[config.mk]
export PLATFORM = sky130hd
export DESIGN_NAME = ongorucu
export DESIGN_NICKNAME = d
export VERILOG_FILES = /design/src/rtl/ongorucu.sv
export SDC_FILE = /design/constraint.sdc
export NUM_CORES = 1
export LEC_CHECK = 0
export ABC_AREA = 1
export ABC_CLOCK_PERIOD_IN_PS = 5400
export CAP_MARGIN = 20
export CORE_UTILIZATION = 40
export DETAILED_ROUTE_END_ITERATION = 12
export PLACE_DENSITY = 0.66
export SLEW_MARGIN = 20
export SYNTH_ARGS = -nofsm -noshare
export SYNTH_HDL_FRONTEND = slang
export SYNTH_SLANG_ARGS = --single-unit
[constraint.sdc]
create_clock -name clk -period 5.4 [get_ports clk]
set_clock_uncertainty 0.2 [all_clocks]
set_input_delay 1.08 -clock clk [delete_from_list [all_inputs] [get_ports clk]]
set_output_delay 1.08 -clock clk [all_outputs]
set_load 0.005 [all_outputs]
[src/rtl/ongorucu.sv]
// Bimodal branch direction predictor: 2-bit saturating counters indexed by PC, trained by execute.
// Latency: prediction is combinational (0 cycles); training writes land on the next rising clk edge.
// Backpressure: none; every valid fetch is answered, and each yurut_gecerli cycle is one update.
module ongorucu #(
  parameter int IDX_BITS = 8
) (
  input  logic        clk,
  input  logic        rst,
  input  logic [31:0] getir_ps,
  input  logic [31:0] getir_buyruk,
  input  logic        getir_gecerli,
  input  logic [31:0] yurut_ps,
  input  logic [31:0] yurut_buyruk,
  input  logic        yurut_dallan,
  input  logic [31:0] yurut_dallan_ps,
  input  logic        yurut_gecerli,
  output logic        sonuc_dallan,
  output logic [31:0] sonuc_dallan_ps
);

  localparam int          ENTRIES = 1 << IDX_BITS;
  localparam logic [6:0]  OP_B    = 7'b1100011;
  localparam logic [6:0]  OP_JAL  = 7'b1101111;
  localparam logic [1:0]  CTR_RST = 2'b01;

  // 00 strong NT, 01 weak NT, 10 weak T, 11 strong T; bit 1 is the direction.
  logic [1:0] ctr [ENTRIES];

  logic [IDX_BITS-1:0] getir_idx;
  logic [IDX_BITS-1:0] yurut_idx;
  logic                getir_b;
  logic                getir_jal;
  logic [31:0]         b_imm;
  logic [31:0]         j_imm;
  logic                guncelle;

  // The resolved target and the PC/instruction bits above the index do not
  // influence the table; fold them here so they are visibly consumed.
  logic unused_bits;
  assign unused_bits = ^{yurut_dallan_ps, yurut_ps[31:IDX_BITS+2], yurut_ps[1:0],
                         yurut_buyruk[31:7]};

  assign getir_idx = getir_ps[IDX_BITS+1:2];
  assign yurut_idx = yurut_ps[IDX_BITS+1:2];

  // Only resolved conditional branches train; JAL and everything else are ignored.
  assign guncelle = yurut_gecerli && (yurut_buyruk[6:0] == OP_B);

  // Decode the fetched word and form the predicted direction and target.
  always_comb begin
    getir_b         = (getir_buyruk[6:0] == OP_B);
    getir_jal       = (getir_buyruk[6:0] == OP_JAL);
    b_imm           = {{20{getir_buyruk[31]}}, getir_buyruk[7], getir_buyruk[30:25],
                       getir_buyruk[11:8], 1'b0};
    j_imm           = {{12{getir_buyruk[31]}}, getir_buyruk[19:12], getir_buyruk[20],
                       getir_buyruk[30:21], 1'b0};
    sonuc_dallan    = 1'b0;
    sonuc_dallan_ps = getir_ps + 32'd4;
    if (getir_b) begin
      // Target is driven even when the counter says not-taken.
      sonuc_dallan_ps = getir_ps + b_imm;
      sonuc_dallan    = getir_gecerli && ctr[getir_idx][1];
    end else if (getir_jal) begin
      sonuc_dallan_ps = getir_ps + j_imm;
      sonuc_dallan    = getir_gecerli;
    end
  end

  // Counter table: reset to weak not-taken (wins over training), else saturate toward the outcome.
  always_ff @(posedge clk) begin
    if (rst) begin
      for (int i = 0; i < ENTRIES; i++) begin
        ctr[i] <= CTR_RST;
      end
    end else if (guncelle) begin
      if (yurut_dallan) begin
        if (ctr[yurut_idx] != 2'b11) ctr[yurut_idx] <= ctr[yurut_idx] + 2'b01;
      end else begin
        if (ctr[yurut_idx] != 2'b00) ctr[yurut_idx] <= ctr[yurut_idx] - 2'b01;
      end
    end
  end

endmodule

* Word level (Yosys, flattened, before mapping) *
Memory sizes are Yosys's and may differ from the RTL's.
Cells that the tools add are included.

storage, ports and cells
  latch bits = 0
  flip-flop bits (word level) = 0
  memories kept = 1
  memory bits (writable) = 512
  output and inout bits = 33
  ROM bits = 0
  bits of input ports = 165

memories
  name  depth  width  read ports  clocked after memory_dff  wr ports  line  text
  ctr   256    2      2           0                         256       27    logic [1:0] ctr [ENTRIES];

cells by class
  $lt $le $gt $ge = 0
  shift-type cells = 0
  bitwise logic cells = 1
  divide/modulo/power cells = 0
  equality and inequality tests = 4
  reduce and logical (&&, ||, !) cells = 4
  add/subtract/negate cells = 5
  muxes and demuxes = 20
  multipliers = 0

operators by type and width
  kind                                               number
  adder 32 bit                                       2
  2-to-1 mux 32 bit                                  2
  adder 32 x 3 -> 32 bit (second input constant)     1
  equality test 7 bit (second input constant)        3
  2-to-1 mux 1 bit                                   15
  2-to-1 mux 8 bit                                   1
  2-to-1 mux 2 bit                                   2
  adder 2 x 1 -> 2 bit (second input constant)       1
  logical AND 1 bit                                  2
  != test 2 bit (second input constant)              1
  nonzero test 2 bit                                 1
  OR reduction 2 bit                                 1
  subtractor 2 x 1 -> 2 bit (second input constant)  1
  OR 1 bit                                           1

* Longest topological paths before layout *
An unclocked memory read counts as a cell.

  word-level depth = 10
  gate-level depth with buffers = 23

* Worst setup path before layout *
OpenSTA, ideal clock, no wires.

  kind = input to output
  start = input getir_ps[2]
  end = output sonuc_dallan_ps[31]
  path buffers = 3
  arrival time = 3.661 ns
  stages on the path = 17
  slack = 0.459 ns
  path through = inv_1 -> clkbuf_1 -> clkbuf_1 -> buf_1 -> fa_1 -> o21ai_0 -> a21oi_1 -> o21ai_0 -> nand2_1 -> nand2_1 -> nand3_1 -> nand2_1 -> xor2_1 -> nand2_1 -> nand2_1 -> nand2_1 -> nand2_1

on the way
  word-level cells in the longest chain between the ends = 3
  elaborated cells on any way between the ends = 5
  classes of those cells = add/sub (3); mux (2)

ends and longest elaborated chain
  element                                                 line    text
  start: declaration                                      9       input logic [31:0] getir_ps,
  adder 32 x 3 -> 32 bit or adder 32 bit (tied branches)  58, 64
  2-to-1 mux 32 bit                                       63      end else if (getir_jal) begin
  2-to-1 mux 32 bit (*)                                   59      if (getir_b) begin
  end: declaration                                        18      output logic [31:0] sonuc_dallan_ps

Mark *: on every way between the ends. The rest lies on a longest branch, timed or not.

* Worst setup path in the final report *
  start = input getir_ps[17]
  end = output sonuc_dallan_ps[20]

Same word-level chain as after synthesis.

==> qor.yml <==
outcome: "finished clean"
reg_top3: "ctr: 512 flops"
leakagePower_nw: 15.0
holdPathStages: 12
syn_area_sq_um: 33100
final_cell_area_sq_um: 38100
worstPathArrival_ns: 3.98
yosys_warnings: 0
crit_chain: "clkdlybuf4s50_1 -> ha_1 -> nand2_1 -> nor2_1 -> inv_1 -> nor2_1 -> nand4_1 -> nand3_1 -> nand2_1 -> nand2_1 -> o21ai_0 -> a21oi_1 -> clkdlybuf4s50_1"
start_util_pct: 40.4
cts_buffer_depth: 3
critPathBufInv: 3
drt-initial-drc-count: 3806
largest-register: "ctr"
antenna_found_initial: 1
synthTopCellsByCount: "nand2_1 (1870), nor2_1 (773), edfxtp_1 (512), nand3_1 (396), o21ai_0 (239)"
max_freq_mhz: 190
synth_seq_area_share_pct: 46.4
end_kind: "primary output"
num_vias: 32600
dp_slack_ns: -0.161
rows: 105
avgSynthCellArea_sq_um: 7.13
antenna_left: 0
hold_violations: 0
hp-class: "reg -> reg"
synth_top_cell_area_share_pct: 46.4
grtUsageTotal_pct: 26.7
dpl_cell_area_sq_um: 36100
root_buffer: "clkbuf_16"
core-area_sq_um: 82000
crit_type: "in -> out"
yosysUniqueCellTypes: 40
overflow: 0
drc: 0
start_kind: "input port"
routed_wl_microns: 115000
period_minus_slack_ns: 5.26
synthFlopType: "edfxtp_1"
worstSkewPairLatency_ns: 0.63
viasPerCell: 5.63
grt_util_met3_pct: 5.23
cts.htree.levels: 2
setup_violations: 0
grt_max_degree: 182
dp_hpwl_microns: 69800
reg2reg_depth: 18
final_max_slew_viol_count: 0
grt_busiest_layer: "met2"
largest_reg_flops: 512
path_clk_slew_ns: 0.06
final_util_pct: 46.5
cts_tree: "done"
routedWlPerCell_microns: 19.8
vdd_drop_max_uv: 234
cap_violations: 0
syn_inst: 4641
numCtsBuffers: 55
yosys.area.top_type: "edfxtp_1"
p_per_area_nw_per_um2: 268
syn_to_final_growth_pct: 15.2
cp_common_cell: "nand2_1"
synth-edff-count: 512
async_flop_share_pct: 0
gp_congestion: 0.938
dieArea_sq_um: 83900
power_w: 0.0102
fin_crit_sh_pct: 97.4
nets: 4896
drive_above_1_share_pct: 7.19
num_antenna_cells: 0
cpLargestDelayFamily: "buffers and inverters"
synth.top_cells.by_area: "edfxtp_1 (46%), nand2_1 (21%), nor2_1 (8.8%)"
die_h_microns: 290
relSlewSlack_pct: 28.8
cp.depth: 13
met2_usage_pct: 44.2
synth.most_common_cell: "nand2_1"
portBuffers: 114
crit_required_ns: 4.12
fp.dieW_microns: 290
crit_fanout: 5
fin_ws_ns: 0.142
cpMaxStageDelayCell: "clkdlybuf4s50_1"
use_met1_pct: 33.9
worst_slew_pin_slew_ns: 1.07
grt_pass1_vias: 30500
synth_nets: 4852
grt_pass1_wl_microns: 171000
cp_slowest_stage_delay_ns: 0.57
holdBufCountCts: 0
ios: 198
drtPass1Iterations: 9
clock_sinks: 512
synth_seq_cells: 512
path summary, 6_finish.rpt:
| path | from | slack, ns | endpoint |
|---|---|---|---|
| worst max-delay path | getir_ps[17] | 0.14 | sonuc_dallan_ps[20] |
| worst min-delay path | ctr[192][1]$_SDFFCE_PN0P_ | 1.35 | ctr[183][1]$_SDFFCE_PN0P_ |
| worst max register to register | ctr[115][1]$_SDFFCE_PN0P_ | 1.84 | ctr[104][1]$_SDFFCE_PN0P_ |
| worst min register to register | ctr[192][1]$_SDFFCE_PN0P_ | 1.35 | ctr[183][1]$_SDFFCE_PN0P_ |
cells by family after synthesis:
kind of cell,after synthesis,share of synthesized area [%]
and+or+nand+nor,3104,37.2
xor gates and xnor gates,33,0.873
adders and majority gates,46,1.78
DFF,512,46.4
buffers and inverters,462,5.83
AOI/OAI and AO/OA,484,7.89
placed cells by master (no fill, tap or decap), drive strengths merged:
master and count:
a21boi 3, a21o 7, a21oi 121, a221oi 1
a2bb2oi 1, a31oi 15, buf 205, bufinv 7
clkbuf 69, clkdlybuf4s50 102, clkinv 29, clkinvlp 4
dlymetal6s2s 7, edfxtp 512, fa 2, ha 44
inv 127, nand2 1871, nand3 397, nand3b 5
nand4 31, nor2 774, nor3 13, nor3b 1
nor4 8, nor4b 1, o211ai 3, o21a 5
o21ai 247, o21bai 10, o221ai 1, o22ai 68
o311ai 1, o31ai 1, or2 3, xnor2 9
xor2 24
routing by layer:
metal,wire (microns),share of wire [%]
met1,43000,37
met2,52200,46
met3,14300,12
met4,5240,4.6
met5,10,0.0087
tightest hold or removal path, delay by kind of cell, from the launching register on:
family | cells | cell delay (ns)
AOI/OAI and AO/OA | 2 | 0.16
DFF | 1 | 0.35
and+or+nand+nor | 10 | 0.93
layout make-up:
| type | instances | area (sq um) |
|---|---|---|
| Clock inverter | 33 | 353 |
| Timing Repair Buffer | 315 | 3080 |
| Fill cell | 8005 | 43800 |
| Tap cell | 1070 | 1340 |
| Multi-Input combinational cell | 3667 | 16000 |
| Clock buffer | 68 | 1450 |
| Inverter | 134 | 519 |
| Sequential cell | 512 | 15400 |
stage by stage:
| step | hold slack (ns) | std cells | setup TNS [ns] |
|---|---|---|---|
| floorplan | 1.09 | 4641 | 0 |
| global placement | 1.30 | 5692 | -0.761 |
| detailed placement | 1.31 | 5692 | -0.658 |
| CTS | 1.33 | 5793 | 0 |
| global route | 1.42 | 5799 | -0.00654 |
| finish | 1.35 | 5799 | 0 |
report_power, final:
part           internal [W]  switching (W)  total, W
registers           0.00443      0.0000368   0.00447
clock network       0.00223        0.00163   0.00386
logic              0.000569        0.00135   0.00191
timing repair:
action / in CTS / in global routing
resized for setup: 11 / 49
gates cloned: 0 / 1
setup buffers: 0 / 5
setup endpoints to repair: 10 / 18
pin swaps: 2 / 10
Note: power is estimated with default switching activity, not from simulation.
